==> src/rtl/mem_line_writer.sv <==
// mem_line_writer: accepts one line write request and serializes its enabled
// bytes onto a byte-wide write port. It pulses resp_valid when the line is
// done and keeps a saturating count of tainted bytes written.
module mem_line_writer #(
    parameter int unsigned IS_VARIANT = 0,
    parameter int unsigned LINE_BYTES = 32,
    parameter int unsigned ADDR_WIDTH = 31
) (
    input  logic                    clock,
    input  logic                    reset,
    input  logic                    req_valid,
    input  logic                    req_valid_taint_0,
    output logic                    req_ready,
    input  logic [63:0]             req_addr,
    input  logic [LINE_BYTES*8-1:0] req_data,
    input  logic [LINE_BYTES*8-1:0] req_data_taint_0,
    input  logic [LINE_BYTES-1:0]   req_mask,
    output logic                    mem_wr_valid,
    input  logic                    mem_wr_ready,
    output logic [ADDR_WIDTH-1:0]   mem_wr_addr,
    output logic [7:0]              mem_wr_data,
    output logic [7:0]              mem_wr_data_taint_0,
    output logic                    mem_wr_variant,
    output logic                    resp_valid,
    output logic [31:0]             taint_sum
);

    localparam int unsigned IDX_W  = $clog2(LINE_BYTES);
    localparam int unsigned LINE_W = LINE_BYTES * 8;
    localparam logic [IDX_W-1:0] LAST_IDX = IDX_W'(LINE_BYTES - 1);
    localparam logic [31:0] SUM_MAX = 32'hFFFF_FFFF;

    typedef enum logic [1:0] {
        IDLE  = 2'd0,
        WRITE = 2'd1,
        RESP  = 2'd2
    } state_t;

    state_t                state_q, state_d;
    logic [IDX_W-1:0]      idx_q, idx_d;
    logic [ADDR_WIDTH-1:0] addr_q, addr_d;
    logic [LINE_W-1:0]     data_q, data_d;
    logic [LINE_W-1:0]     taint_q, taint_d;
    logic [LINE_BYTES-1:0] mask_q, mask_d;
    logic [31:0]           sum_q, sum_d;

    logic                  ready_q, ready_d;
    logic                  wr_valid_q, wr_valid_d;
    logic [ADDR_WIDTH-1:0] wr_addr_q, wr_addr_d;
    logic [7:0]            wr_data_q, wr_data_d;
    logic [7:0]            wr_taint_q, wr_taint_d;
    logic                  resp_q, resp_d;

    // Upper address bits and the request-valid taint have no function here.
    logic unused_bits;
    assign unused_bits = &{1'b0, req_valid_taint_0, req_addr[63:ADDR_WIDTH]};

    // Extract byte i of a line-wide vector.
    function automatic logic [7:0] byte_of(input logic [LINE_W-1:0] v,
                                           input logic [IDX_W-1:0]  i);
        return v[{i, 3'b000} +: 8];
    endfunction

    // Next-state, datapath capture and next registered output values.
    always_comb begin
        state_d = state_q;
        idx_d   = idx_q;
        addr_d  = addr_q;
        data_d  = data_q;
        taint_d = taint_q;
        mask_d  = mask_q;
        sum_d   = sum_q;

        case (state_q)
            IDLE: begin
                if (req_valid) begin
                    addr_d  = req_addr[ADDR_WIDTH-1:0];
                    data_d  = req_data;
                    taint_d = req_data_taint_0;
                    mask_d  = req_mask;
                    idx_d   = '0;
                    state_d = WRITE;
                end
            end
            WRITE: begin
                // A disabled byte costs one skip cycle; an enabled one waits for ready.
                if (!mask_q[idx_q] || mem_wr_ready) begin
                    if (mask_q[idx_q] && (|byte_of(taint_q, idx_q)) && (sum_q != SUM_MAX)) begin
                        sum_d = sum_q + 32'd1;
                    end
                    if (idx_q == LAST_IDX) begin
                        state_d = RESP;
                    end else begin
                        idx_d = idx_q + IDX_W'(1);
                    end
                end
            end
            RESP: begin
                state_d = IDLE;
            end
            default: begin
                state_d = IDLE;
            end
        endcase

        ready_d    = (state_d == IDLE);
        wr_valid_d = (state_d == WRITE) && mask_d[idx_d];
        wr_addr_d  = '0;
        wr_data_d  = '0;
        wr_taint_d = '0;
        if (wr_valid_d) begin
            // 31-bit add wraps naturally past the top of the address space.
            wr_addr_d  = addr_d + ADDR_WIDTH'(idx_d);
            wr_data_d  = byte_of(data_d, idx_d);
            wr_taint_d = byte_of(taint_d, idx_d);
        end
        resp_d = (state_d == RESP);
    end

    // State, captured line and output registers with synchronous active-low reset.
    always_ff @(posedge clock) begin
        if (!reset) begin
            state_q    <= IDLE;
            idx_q      <= '0;
            addr_q     <= '0;
            data_q     <= '0;
            taint_q    <= '0;
            mask_q     <= '0;
            sum_q      <= '0;
            ready_q    <= 1'b1;
            wr_valid_q <= 1'b0;
            wr_addr_q  <= '0;
            wr_data_q  <= '0;
            wr_taint_q <= '0;
            resp_q     <= 1'b0;
        end else begin
            state_q    <= state_d;
            idx_q      <= idx_d;
            addr_q     <= addr_d;
            data_q     <= data_d;
            taint_q    <= taint_d;
            mask_q     <= mask_d;
            sum_q      <= sum_d;
            ready_q    <= ready_d;
            wr_valid_q <= wr_valid_d;
            wr_addr_q  <= wr_addr_d;
            wr_data_q  <= wr_data_d;
            wr_taint_q <= wr_taint_d;
            resp_q     <= resp_d;
        end
    end

    assign req_ready           = ready_q;
    assign mem_wr_valid        = wr_valid_q;
    assign mem_wr_addr         = wr_addr_q;
    assign mem_wr_data         = wr_data_q;
    assign mem_wr_data_taint_0 = wr_taint_q;
    assign resp_valid          = resp_q;
    assign taint_sum           = sum_q;
    assign mem_wr_variant      = 1'(IS_VARIANT % 2);

endmodule

==> config.mk <==
export PLATFORM = sky130hd
export DESIGN_NAME = mem_line_writer
export DESIGN_NICKNAME = d
export VERILOG_FILES = /design/src/rtl/mem_line_writer.sv
export SDC_FILE = /design/constraint.sdc
export NUM_CORES = 2
export LEC_CHECK = 0
export CAP_MARGIN = 5
export CELL_PAD_IN_SITES_DETAIL_PLACEMENT = 1
export CELL_PAD_IN_SITES_GLOBAL_PLACEMENT = 1
export CORE_ASPECT_RATIO = 2
export CORE_MARGIN = 4
export CORE_UTILIZATION = 41
export DETAILED_ROUTE_END_ITERATION = 8
export MAX_ROUTING_LAYER = met4
export PLACE_DENSITY = 0.88
export SLEW_MARGIN = 20
export SYNTH_ARGS = -nofsm -noshare
export SYNTH_HDL_FRONTEND = slang
export SYNTH_SLANG_ARGS = --single-unit
==> constraint.sdc <==
create_clock -name clock -period 12.3 [get_ports clock]
set_input_delay 1.845 -clock clock [delete_from_list [all_inputs] [get_ports clock]]
set_output_delay 1.845 -clock clock [all_outputs]
set_load 0.05 [all_outputs]
==> reports/qor.txt <==
Initial antenna violation count: 61
Max FO, Critical Path: 59
Cell count of the worst reg-to-reg path: 16
Setup_tns: 0 ps
R2R setup slack: 6190 ps
WP buf/inv: 4
Die Area: 0.08250 mm^2
Crit end category: flop
Core area: 0.07711 mm^2
Max_slew headroom: 0.1825
Crit path depth: 20
All-layer global routing usage: 0.3160
Avg WL per Cell: 24.46 um
CP arrival: 7410 ps
Startpoint types: input port
First-pass DRT Iterations: 5
Root Buffer: clkbuf_16
Vias/cell: 5.635
VDD IR-drop max: 0.1020 mV
Placed cell area: 0.03879 mm^2
First-pass GRT wire length: 195,300 um
Iteration-0 DRC Markers: 1,903
CTS Sinks: 664
Sequential area share after synthesis: 0.4172
Number of synthesized register bits: 664
Worst Hold Class: reg2reg
Die width: 205.1 um
Final non-filler cell total: 5,452
Maxcap violations: 0
RSZ-0062 raised after global routing: false
Worst slack at placement: 4873 ps
Syn Nets: 4,494
Skew final: 21.68 ps
Fill cells: 9,066
Global route overflow: 0
Layout Nets: 4,943
Clock Tree Buf Depth: 3
Crit path required time: 12,780 ps
Post-route ant nets: 0
Hold slack: 465.6 ps
Slew Viols, Final: 0
Area growth syn-to-layout: 29.09%
Vias in the first global route: 32.11k
Top-area cell type share of the netlist area: 0.4172
Port buffer count: 660
Inserted Clock Buffers: 66
Critical Path Sink: mem_wr_addr[30]$_SDFF_PN0_
Total power: 5.393 mW
Slew @ Worst Pin: 1209 ps
Detailed Place HPWL: 95,030 um
RR Startpoint: idx_q[0]$_SDFF_PN0_
Max incr delay on CP: 760 ps
CTS H-Tree Depth: 3
Most frequent cell after synthesis: nand2_1
Netlist cell types: 80
Status: finished clean
Site Rows: 144
PostCTS Resize Cnt: 0
Synthesized instance count: 3,873
Placed insts: 5,276
FFs w/ async S/R, synth: 0
Largest net degree at the start of global routing: 272
Synth top area cells: dfxtp_1 42%, nand2_1 12%, mux2i_1 9.3%, a21boi_0 7.5%, nor2b_1 5.1%
Top cells by count, synth: 999 x nand2_1, 664 x dfxtp_1, 318 x a21boi_0
CTS hold repair buffers: 0
Later-pin clock latency in the skew report: 640 ps
EDFF count, synth: 0
Ports: 696
Reg2reg end: mem_wr_addr[25]$_SDFF_PN0_
LEAKAGE: 15.10 nW
Post-CTS Setup Repair Bufs: 0
Post-synth top flop: dfxtp_1
Final design area excluding fillers: 0.04113 mm^2
Power per cell area: 131.1 mW/mm^2
Mapped Avg Cell Area: 8.226 um^2
Vias: 30.72k
Die height: 402.2 um
DRC Markers: 0
Final Hold Viols: 0
F_max: 144.3 MHz
Synth area leader: dfxtp_1
Post-Syn Area: 0.03186 mm^2
CP cell instances: clkdlybuf4s50_1 -> nor3b_2 -> buf_4 -> buf_4 -> nand2_1 -> nand2_1 -> ha_1 -> inv_1 -> fa_1 -> nor2b_1 -> o21ai_0 -> nand2b_1 -> a21oi_1 -> nor2_1 -> and2_1 -> nand2b_1 -> nor4_1 -> nand3b_1 -> xnor2_1 -> nor2_1
Crit path launch: req_valid
Final core utilization: 0.5333
Setup Crit Path Kind: in2reg
Post-layout minimum cycle time: 6931 ps
Initial Util: 0.4131
GPL Wtd Cong: 0.9199
Final Setup Violations: 0
Layout cells sized above 1: 0.04212
CTS tree: built
Final wirelength: 133,300 um
CP delay by family, top: simple AND/OR/NAND/NOR gates
Worst path slowest cell: buf_4
Final worst slack: 5369 ps
Clk pin slew, worst setup/hold paths: 70 ps
Yosys synthesis warning count: 0
Final period utilization: 0.5635
## kinds of logic after synthesis
logic type               share of synthesized area
XOR/XNOR                                   0.01622
AND/OR/NAND/NOR                             0.2381
multiplexers                               0.09480
flip-flops                                  0.4172
other                                    0.0001177
buffers and inverters                      0.04398
adder cells (fa/ha/maj)                   0.003377
AO/OA/AOI/OAI                               0.1862
## worst reg2reg max path: cells and delay by family (launching register included)
family / cells / cell delay, ps
buf+inv: 4 / 2640
simple gates: 6 / 1780
compound gates: 6 / 1200
flops: 1 / 310
## layer usage
| metal | track usage | routed length, um |
|---|---|---|
| met1 | 0.3431 | 49620 |
| met2 | 0.5256 | 65290 |
| met5 | - | 0 |
| met4 | 0.1737 | 7962 |
| met3 | 0.07965 | 10470 |
## power breakdown
part	internal (mW)	leakage, nW	switching, mW
Clock	1.20	1.07	0.910
Combinational	0.417	8.58	0.517
Sequential	2.27	5.45	0.0727
## worst min path at each step
stage	from	to	slack, ps	cells after the start
6_report	data_q[103]$_SDFF_PN0_	data_q[103]$_SDFF_PN0_	470	2
5_1_grt	data_q[137]$_SDFF_PN0_	data_q[137]$_SDFF_PN0_	480	2
4_1_cts	data_q[168]$_SDFF_PN0_	data_q[168]$_SDFF_PN0_	470	2
3_5_place_dp	data_q[103]$_SDFF_PN0_	data_q[103]$_SDFF_PN0_	460	2
3_3_place_gp	data_q[245]$_SDFF_PN0_	data_q[245]$_SDFF_PN0_	450	2
2_1_floorplan	data_q[242]$_SDFF_PN0_	data_q[242]$_SDFF_PN0_	440	2
## layout make-up
| class | count | area, um^2 | share of cell area |
|---|---|---|---|
| Timing Repair Buffer | 698 | 6959 | 0.1692 |
| Inverter | 11 | 48.80 | 0.001187 |
| Tap cell | 1022 | 1279 | 0.03109 |
| Clock buffer | 92 | 1891 | 0.04597 |
| Multi-Input combinational cell | 2881 | 17210 | 0.4186 |
| Sequential cell | 664 | 13290 | 0.3233 |
| Antenna cell | 62 | 155.1 | 0.003773 |
| Clock inverter | 22 | 285.3 | 0.006937 |
## state kept, by name, indices dropped and copies added (netlist names)
signal / count
mask_q: 32
req_ready: 1
data_q: 256
taint_q: 256
state_q: 2
mem_wr_valid: 1
mem_wr_data_taint_0: 8
mem_wr_addr: 31
idx_q: 5
mem_wr_data: 8
taint_sum: 32
addr_q: 31
resp_valid: 1
## cells in the final DEF, fill, tap and decap left out, types with 9 or more instances in the layout
cell,count
dfxtp_1,663
o2bb2ai_1,16
and2_1,44
xnor2_1,43
nand3_1,76
clkbuf_1,13
a311o_1,23
nor2_1,82
a21boi_0,318
nand2_1,999
buf_4,33
nor3_1,35
nor2b_1,261
xor2_1,16
clkdlybuf4s50_1,659
a31oi_1,154
mux2i_1,295
diode_2,62
clkbuf_8,12
nor4_1,48
clkbuf_16,67
clkinv_2,9
and4_1,15
a21oi_1,79
o211ai_1,22
o21ai_0,146
and3_1,42
a221oi_1,47
No activity file was read; power rests on OpenSTA's default activity.
